$ cat src/rtl/lsu_pkg.sv
// Shared types and constants for the load/store unit: RV32I funct3 codes,
// FSM state encoding and access-size decode.
package lsu_pkg;

  localparam logic [2:0] F3_B  = 3'b000;
  localparam logic [2:0] F3_H  = 3'b001;
  localparam logic [2:0] F3_W  = 3'b010;
  localparam logic [2:0] F3_BU = 3'b100;
  localparam logic [2:0] F3_HU = 3'b101;

  typedef enum logic [4:0] {
    StIdle = 5'b00001,
    StRd   = 5'b00010,
    StWait = 5'b00100,
    StWr   = 5'b01000,
    StResp = 5'b10000
  } lsu_state_e;

  typedef enum logic [1:0] {
    SzByte = 2'd0,
    SzHalf = 2'd1,
    SzWord = 2'd2,
    SzNone = 2'd3
  } lsu_size_e;

  // SzNone flags funct3 codes that are never a legal load.
  function automatic lsu_size_e access_size(input logic [2:0] funct3);
    case (funct3)
      F3_B, F3_BU: return SzByte;
      F3_H, F3_HU: return SzHalf;
      F3_W:        return SzWord;
      default:     return SzNone;
    endcase
  endfunction

endpackage

$ cat src/rtl/lsu_align.sv
// Combinational sub-word datapath: load extract/extend and store byte-merge
// into the word read back from memory.
module lsu_align
  import lsu_pkg::*;
(
  input  logic [1:0]  offset_i,
  input  logic [2:0]  funct3_i,
  input  logic [31:0] rdata_i,
  input  logic [31:0] wdata_i,
  output logic [31:0] load_o,
  output logic [31:0] merge_o
);

  logic [7:0]  byte_sel;
  logic [15:0] half_sel;

  always_comb begin
    byte_sel = rdata_i[{offset_i, 3'b000} +: 8];
    half_sel = rdata_i[{offset_i[1], 4'b0000} +: 16];

    case (funct3_i)
      F3_B:    load_o = {{24{byte_sel[7]}}, byte_sel};
      F3_BU:   load_o = {24'd0, byte_sel};
      F3_H:    load_o = {{16{half_sel[15]}}, half_sel};
      F3_HU:   load_o = {16'd0, half_sel};
      default: load_o = rdata_i;
    endcase

    merge_o = rdata_i;
    case (access_size(funct3_i))
      SzByte:  merge_o[{offset_i, 3'b000} +: 8] = wdata_i[7:0];
      SzHalf:  merge_o[{offset_i[1], 4'b0000} +: 16] = wdata_i[15:0];
      default: merge_o = wdata_i;
    endcase
  end

endmodule

$ cat src/rtl/load_store_unit.sv
// Load/store unit between execute and a word-addressed data memory with a
// one-cycle registered read port; sub-word stores use read-modify-write.
module load_store_unit
  import lsu_pkg::*;
#(
  parameter int unsigned ADDR_BITS = 5,
  parameter int unsigned WORDSIZE  = 32
) (
  input  logic                 clk,
  input  logic                 reset,
  input  logic                 req_valid,
  output logic                 req_ready,
  input  logic                 req_store,
  input  logic [2:0]           req_funct3,
  input  logic [31:0]          req_addr,
  input  logic [WORDSIZE-1:0]  req_wdata,
  output logic                 resp_valid,
  output logic [WORDSIZE-1:0]  resp_rdata,
  output logic                 resp_err,
  output logic                 memRead,
  output logic                 memWrite,
  output logic [ADDR_BITS-1:0] address,
  output logic [WORDSIZE-1:0]  writeData,
  input  logic [WORDSIZE-1:0]  readData
);

  lsu_state_e           state_q;
  logic                 store_q;
  logic [2:0]           funct3_q;
  logic [ADDR_BITS+1:0] addr_q;
  logic [WORDSIZE-1:0]  wdata_q;
  logic [WORDSIZE-1:0]  resp_rdata_q;
  logic                 resp_valid_q;
  logic                 resp_err_q;

  lsu_size_e            req_size;
  logic                 req_err;
  logic [WORDSIZE-1:0]  load_data;
  logic [WORDSIZE-1:0]  merge_data;

  // High byte-address bits alias onto the same memory word.
  logic unused_addr;
  assign unused_addr = ^req_addr[31:ADDR_BITS+2];

  always_comb begin
    req_size = access_size(req_funct3);
    req_err  = 1'b0;
    if (req_size == SzNone || (req_store && req_funct3[2])) req_err = 1'b1;
    if (req_size == SzHalf && req_addr[0]) req_err = 1'b1;
    if (req_size == SzWord && req_addr[1:0] != 2'b00) req_err = 1'b1;
  end

  lsu_align u_align (
    .offset_i (addr_q[1:0]),
    .funct3_i (funct3_q),
    .rdata_i  (readData),
    .wdata_i  (wdata_q),
    .load_o   (load_data),
    .merge_o  (merge_data)
  );

  always_ff @(posedge clk) begin
    if (reset) begin
      state_q      <= StIdle;
      store_q      <= 1'b0;
      funct3_q     <= '0;
      addr_q       <= '0;
      wdata_q      <= '0;
      resp_rdata_q <= '0;
      resp_valid_q <= 1'b0;
      resp_err_q   <= 1'b0;
    end else begin
      resp_valid_q <= 1'b0;
      unique case (state_q)
        StIdle: begin
          if (req_valid) begin
            store_q      <= req_store;
            funct3_q     <= req_funct3;
            addr_q       <= req_addr[ADDR_BITS+1:0];
            wdata_q      <= req_wdata;
            resp_rdata_q <= '0;
            resp_err_q   <= req_err;
            if (req_err) begin
              state_q      <= StResp;
              resp_valid_q <= 1'b1;
            end else if (req_store && req_size == SzWord) begin
              state_q <= StWr;
            end else begin
              state_q <= StRd;
            end
          end
        end
        StRd: state_q <= StWait;
        StWait: begin
          if (store_q) begin
            wdata_q <= merge_data;
            state_q <= StWr;
          end else begin
            resp_rdata_q <= load_data;
            resp_valid_q <= 1'b1;
            state_q      <= StResp;
          end
        end
        StWr: begin
          resp_valid_q <= 1'b1;
          state_q      <= StResp;
        end
        StResp:  state_q <= StIdle;
        default: state_q <= StIdle;
      endcase
    end
  end

  // Strobes are masked by reset so an abandoned write never reaches memory.
  assign memRead    = (state_q == StRd) && !reset;
  assign memWrite   = (state_q == StWr) && !reset;
  assign address    = addr_q[ADDR_BITS+1:2];
  assign writeData  = wdata_q;
  assign req_ready  = (state_q == StIdle);
  assign resp_valid = resp_valid_q;
  assign resp_rdata = resp_rdata_q;
  assign resp_err   = resp_err_q;

endmodule
$ cat config.mk
export PLATFORM = sky130hd
export DESIGN_NAME = load_store_unit
export DESIGN_NICKNAME = d
export VERILOG_FILES = /design/src/rtl/lsu_pkg.sv /design/src/rtl/lsu_align.sv /design/src/rtl/load_store_unit.sv
export SDC_FILE = /design/constraint.sdc
export NUM_CORES = 1
export LEC_CHECK = 0
export ABC_CLOCK_PERIOD_IN_PS = 2300
export CAP_MARGIN = 20
export CORE_MARGIN = 4
export CORE_UTILIZATION = 43
export CTS_CLUSTER_SIZE = 20
export DETAILED_ROUTE_END_ITERATION = 6
export GPL_TIMING_DRIVEN = 0
export PLACE_DENSITY = 0.78
export SETUP_SLACK_MARGIN = 0.1
export SYNTH_ARGS = -nofsm -noshare
export SYNTH_HDL_FRONTEND = slang
export SYNTH_HIERARCHICAL = 1
export SYNTH_SLANG_ARGS = --single-unit
$ cat constraint.sdc
create_clock -name clk -period 2.3 [get_ports clk]
set_input_delay 0.345 -clock clk [delete_from_list [all_inputs] [get_ports clk]]
set_output_delay 0.345 -clock clk [all_outputs]
set_load 0.05 [all_outputs]
Word-level counts from Yosys, hierarchy flattened

Index checks and enable logic that the tools add are counted.

Output and inout bits: 74
Word-level logic and storage cells: 80
Bits in registers: 82
Input bits: 103

Add/subtract/negate cells: 2
Eq/ne operators: 20
Multiplexer cells: 24
Reductions and logical operators: 20
Shift-type cells: 6

Operators by type and width:

| operator                | count |
|---|---|
| $pmux 32 s2             | 3 |
| $mux 32                 | 4 |
| $pmux 32 s4             | 1 |
| $bwmux 32               | 2 |
| $shift 16x7->32 const A | 1 |
| $shift 8x7->32 const A  | 1 |
| $shiftx 16x7->32        | 1 |
| $shiftx 32x6->16        | 1 |
| $shiftx 32x6->8         | 1 |
| $shiftx 8x7->32         | 1 |
| $pmux 5 s4              | 1 |
| $mux 5                  | 3 |
| $neg 5->7               | 2 |
| $eq 3x3->1 const B      | 4 |
| $pmux 2 s3              | 2 |
| $reduce_or 2->1         | 4 |
| $eq 3x1->1 const B      | 2 |
| $eq 3x2->1 const B      | 2 |
| $logic_and 1x1->1       | 6 |
| $logic_not 3->1         | 2 |
| $mux 1                  | 6 |
| $ne 2x2->1 const B      | 3 |
| $eq 5x1->1 const B      | 1 |
| $eq 5x2->1 const B      | 1 |
| 14 further kinds        | 17 |

Logic depth before layout (Yosys ltp)

Depth after elaboration: 11
Depth in mapped cells: 11
Mapped depth without buffers: 7

Modules after synthesis

Netlist, hierarchy kept.

Modules (own cells, without submodules):

| module          | area each (um2) | cells an instance | sequential area each (um2) | times used |
|---|---|---|---|---|
| load_store_unit | 3743.6          | 431               | 1641.6                     | 1 |
| lsu_align       | 1944.4          | 261               | 0.0                        | 1 |

Worst setup path before layout

No wires, ideal clock.

Kind: reg-to-output
From: register state_q[0]
To: output memWrite
Buffers on the path: 1
Data required time: 1.955 ns
Cell stages (with the launch flop): 4
Arrival time: 1.934 ns
Setup slack: 0.021 ns
Cells stage by stage: dfxtp_1 -> buf_2 -> or3_1 -> nor3_1

Longest elaborated chain between the ends: 2

RTL lines:

| what                     | line                   | source |
|---|---|---|
| start: declaration       | load_store_unit.sv:27  | `lsu_state_e state_q;` |
| start signal: assignment | load_store_unit.sv:64  | `state_q <= StIdle;` |
| start signal: assignment | load_store_unit.sv:84  | `state_q <= StResp;` |
| start signal: assignment | load_store_unit.sv:87  | `state_q <= StWr;` |
| $eq 5x4->1               | load_store_unit.sv:116 | `assign memWrite = (state_q == StWr) && !reset;` |
| $logic_and 1x1->1        | load_store_unit.sv:116 |  |
| end: declaration         | load_store_unit.sv:21  | `output logic memWrite,` |

No other way between the ends.

Final worst setup path

From: register wdata_q[3] (netlist: writeData[3])
To: output writeData[3]

RTL lines:

| what                     | line                  | source |
|---|---|---|
| start: declaration       | load_store_unit.sv:31 | `logic [WORDSIZE-1:0] wdata_q;` |
| start signal: assignment | load_store_unit.sv:80 | `wdata_q <= req_wdata;` |
| start signal: assignment | load_store_unit.sv:96 | `wdata_q <= merge_data;` |
| end: declaration         | load_store_unit.sv:23 | `output logic [WORDSIZE-1:0] writeData,` |

No word-level cell between the ends.

==> flow_summary.yaml <==
grt:
  antenna_found_initial: 0
  grt.overflow.total: 0
  grt_pass1_wl_um: 33000
  grt.total_usage_pct: 28.3
  grt_pass1_vias: 6083
  grt_max_degree: 14
critical_path:
  worst-setup-path-type: "flip-flop to output port"
  cp_slowest_cell: "clkdlybuf4s50_1"
  cpLargestDelayFamily: "buffers and inverters"
  required_ns: 1.96
  crit_path_max_fanout: 7
  crit_arrival_ns: 1.80
  start_kind: "flip-flop"
  crit_chain: "clkdlybuf4s50_1"
  cp_num_buf_inv: 1
  slowest_delay_ns: 0.88
  endpoint_kind: "output port"
  r2r_setup_slack_ns: 0.18
power_and_ir_drop:
  pwr-share-comb_pct: 34.6
  clockPowerShare_pct: 30.9
  p_sw_share_pct: 35.4
  power.total_w: 0.00470
  leakagePower_nw: 2.74
  ir_drop_mv: 0.423
  switchingPower_w: 0.00167
  internal-power_w: 0.00304
  powerDensity_nw_per_um2: 595
  pwr-share-seq_pct: 34.5
die:
  num_rows: 41
  die_width_um: 123
  coreArea_um2: 12800
  die_h_um: 123
  boundaryPins: 177
  die_area_um2: 15100
  start_util_pct: 44.5
clock_tree:
  cts_made_buffers: 9
  cts_buffer_depth: 2
  htreeDepth: 3
  cts_root_buf: "clkbuf_16"
  clk_latency_ns: 0.35
  cts_tree: "yes"
  cts_sinks: 82
  clk_pin_slew_ns: 0.06
timing:
  relSlewSlack_pct: 42.3
  rsz0062_at_grt: "no"
  hold_viol: 0
  tns_ns: 0
  slew_viol_final: 0
  min_period_over_period_pct: 93.2
  tightest_slew_ns: 0.866
  period_minus_slack_ns: 2.14
  finalClockSkew_ns: 0.00442
  fmax_mhz: 466
  finalSetupViolations: 0
synth:
  synth.avg_cell_area_um2: 8.22
  synthCells: 692
  ys_seq_elements: 82
  synth-async-reset-ratio_pct: 0
  syn_nets: 800
  synth_edf_count: 0
  yosysSeqAreaShare_pct: 28.9
  synth_cell_types: 68
  yosysWarnings: 6
  syn-cell-area_um2: 5690
  synthFlopType: "dfxtp_1"
place:
  dp_hpwl_um: 16000
  port_buffers: 150
  placed_area_um2: 7410
  dp_cells: 1014
  place_congestion: 0.984
run_status:
  status: "complete, no violations"
routing:
  wl_per_cell_um: 21.0
  routed_wirelength_um: 21800
  ant_nets: 0
  num_vias: 6454
  drtIter0Drc: 700
  drtPass1Iterations: 5
  drc: 0
  vias_per_cell: 6.22
cells_and_area:
  multi_input_area_um2: 3600
  synthToLayoutAreaGrowth_pct: 38.9
  n_antenna_cell: 0
  postLayoutCoreUtil_pct: 61.8
  final_nets: 970
  nFillCells: 1130
  seqCellArea_um2: 1650
  drive_gt1_share_pct: 16.5
  final_cells: 1038
  fin_area_um2: 7900
job:
  maxCapViolCount: 0
min_path:
  worstHoldPathType: "flip-flop to flip-flop"
==> cell type report <==
class | count | area share (%)
Clock buffer | 11 | 3.07
Clock inverter | 4 | 0.649
Timing Repair Buffer | 160 | 19.9
Tap cell | 172 | 2.72
Sequential cell | 82 | 20.9
Multi-Input combinational cell | 518 | 45.6
Inverter | 14 | 0.744
Buffer | 77 | 6.43
==> cell usage in the layout (no fill, tap or decap), drive strengths merged, types with 3 or more instances in the layout <==
cell type      count
a221o             13
mux2               9
a22o               8
a221oi             3
a22oi             13
inv               13
nor2              12
a32oi              3
o21a               8
nor2b             32
mux2i             10
o21ai              9
a311oi            32
o22ai             16
nand2b             6
buf               58
o221ai            20
o211ai            33
clkdlybuf4s50    147
nand3             41
dfxtp             82
nor3              36
nand2            119
a21oi             55
ha                 5
a31oi              3
clkbuf            41
==> stage by stage <==
| stage | hold WS (ns) | setup WS, ns |
|---|---|---|
| floorplan | 0.437 | 0.114 |
| global placement | 0.442 | -0.312 |
| detailed placement | 0.449 | -0.309 |
| CTS | 0.457 | 0.106 |
| global route | 0.476 | 0.110 |
| finish | 0.453 | 0.156 |
==> Yosys cell counts, drive strengths merged (5+ instances only) <==
cell,instances,area (um2)
clkbuf,29,110
nor3,36,196
buf,49,384
nor2b,32,210
nand3,41,205
a22oi,13,111
nand2,119,447
ha,5,62.6
o21a,8,60.1
o21ai,9,45.0
nor2,12,47.6
o221ai,20,175
inv,13,48.8
a21oi,55,279
dfxtp,82,1640
nand2b,6,37.5
a311oi,32,468
a22o,8,70.1
a221o,13,130
mux2,9,109
mux2i,10,100
o22ai,16,100
o211ai,33,248
==> worst reg2reg max path: stages (launching register included) <==
cell,delay (ns)
dfxtp_1,0.38
nor4b_1,0.46
nand2_1,0.37
o21ai_4,0.35
buf_4,0.28
a311oi_2,0.12
==> registers in the layout, summed over array words and instances (netlist names) <==
register / cells
writeData: 32
funct3_q: 3
resp_valid: 1
store_q: 1
resp_err: 1
state_q: 5
resp_rdata: 32
addr_q: 7
==> logic make-up after synthesis <==
family	synth area share, %
fa+ha+maj	1.10
simple gates	23.1
mux	4.47
xor+xnor	0.154
buf+inv	9.61
compound gates	32.7
flops	28.9
==> power groups by stage <==
stage | clock (W) | sequential, W | combinational (W)
6_report | 0.00145 | 0.00162 | 0.00163
5_1_grt | 0.00152 | 0.00163 | 0.00171
4_1_cts | 0.00148 | 0.00161 | 0.00158
3_5_place_dp | 0 | 0.00165 | 0.00153
3_3_place_gp | 0 | 0.00165 | 0.00152
2_1_floorplan | 0 | 0.00182 | 0.000813
==> routing by layer <==
metal | track usage, % | vias to the layer above | routed length (um)
met2 | 42.0 | 382 | 9490
li1 | - | 2944 | -
met4 | 12.5 | 0 | 798
met3 | 7.96 | 82 | 2260
met5 | 0 | - | 0
met1 | 38.4 | 3046 | 9210
==> timing repair <==
action | CTS | global route
endpoints found under the hold margin | 0 | 0
pin swaps | 8 | 6
gates resized for setup | 27 | 12
hold buffers | 0 | 0
setup buffers | 7 | 3
endpoints found under the setup margin | 35 | 41
==> worst paths after layout <==
path	start	endpoint	cells past startpoint
setup / recovery	writeData[3]	writeData[3]	1
setup reg to reg	state_q[1]	writeData[20]	5
hold reg to reg	addr_q[2]	addr_q[2]	2
hold / removal	addr_q[2]	addr_q[2]	2
Power figures use the tool's default switching activity.
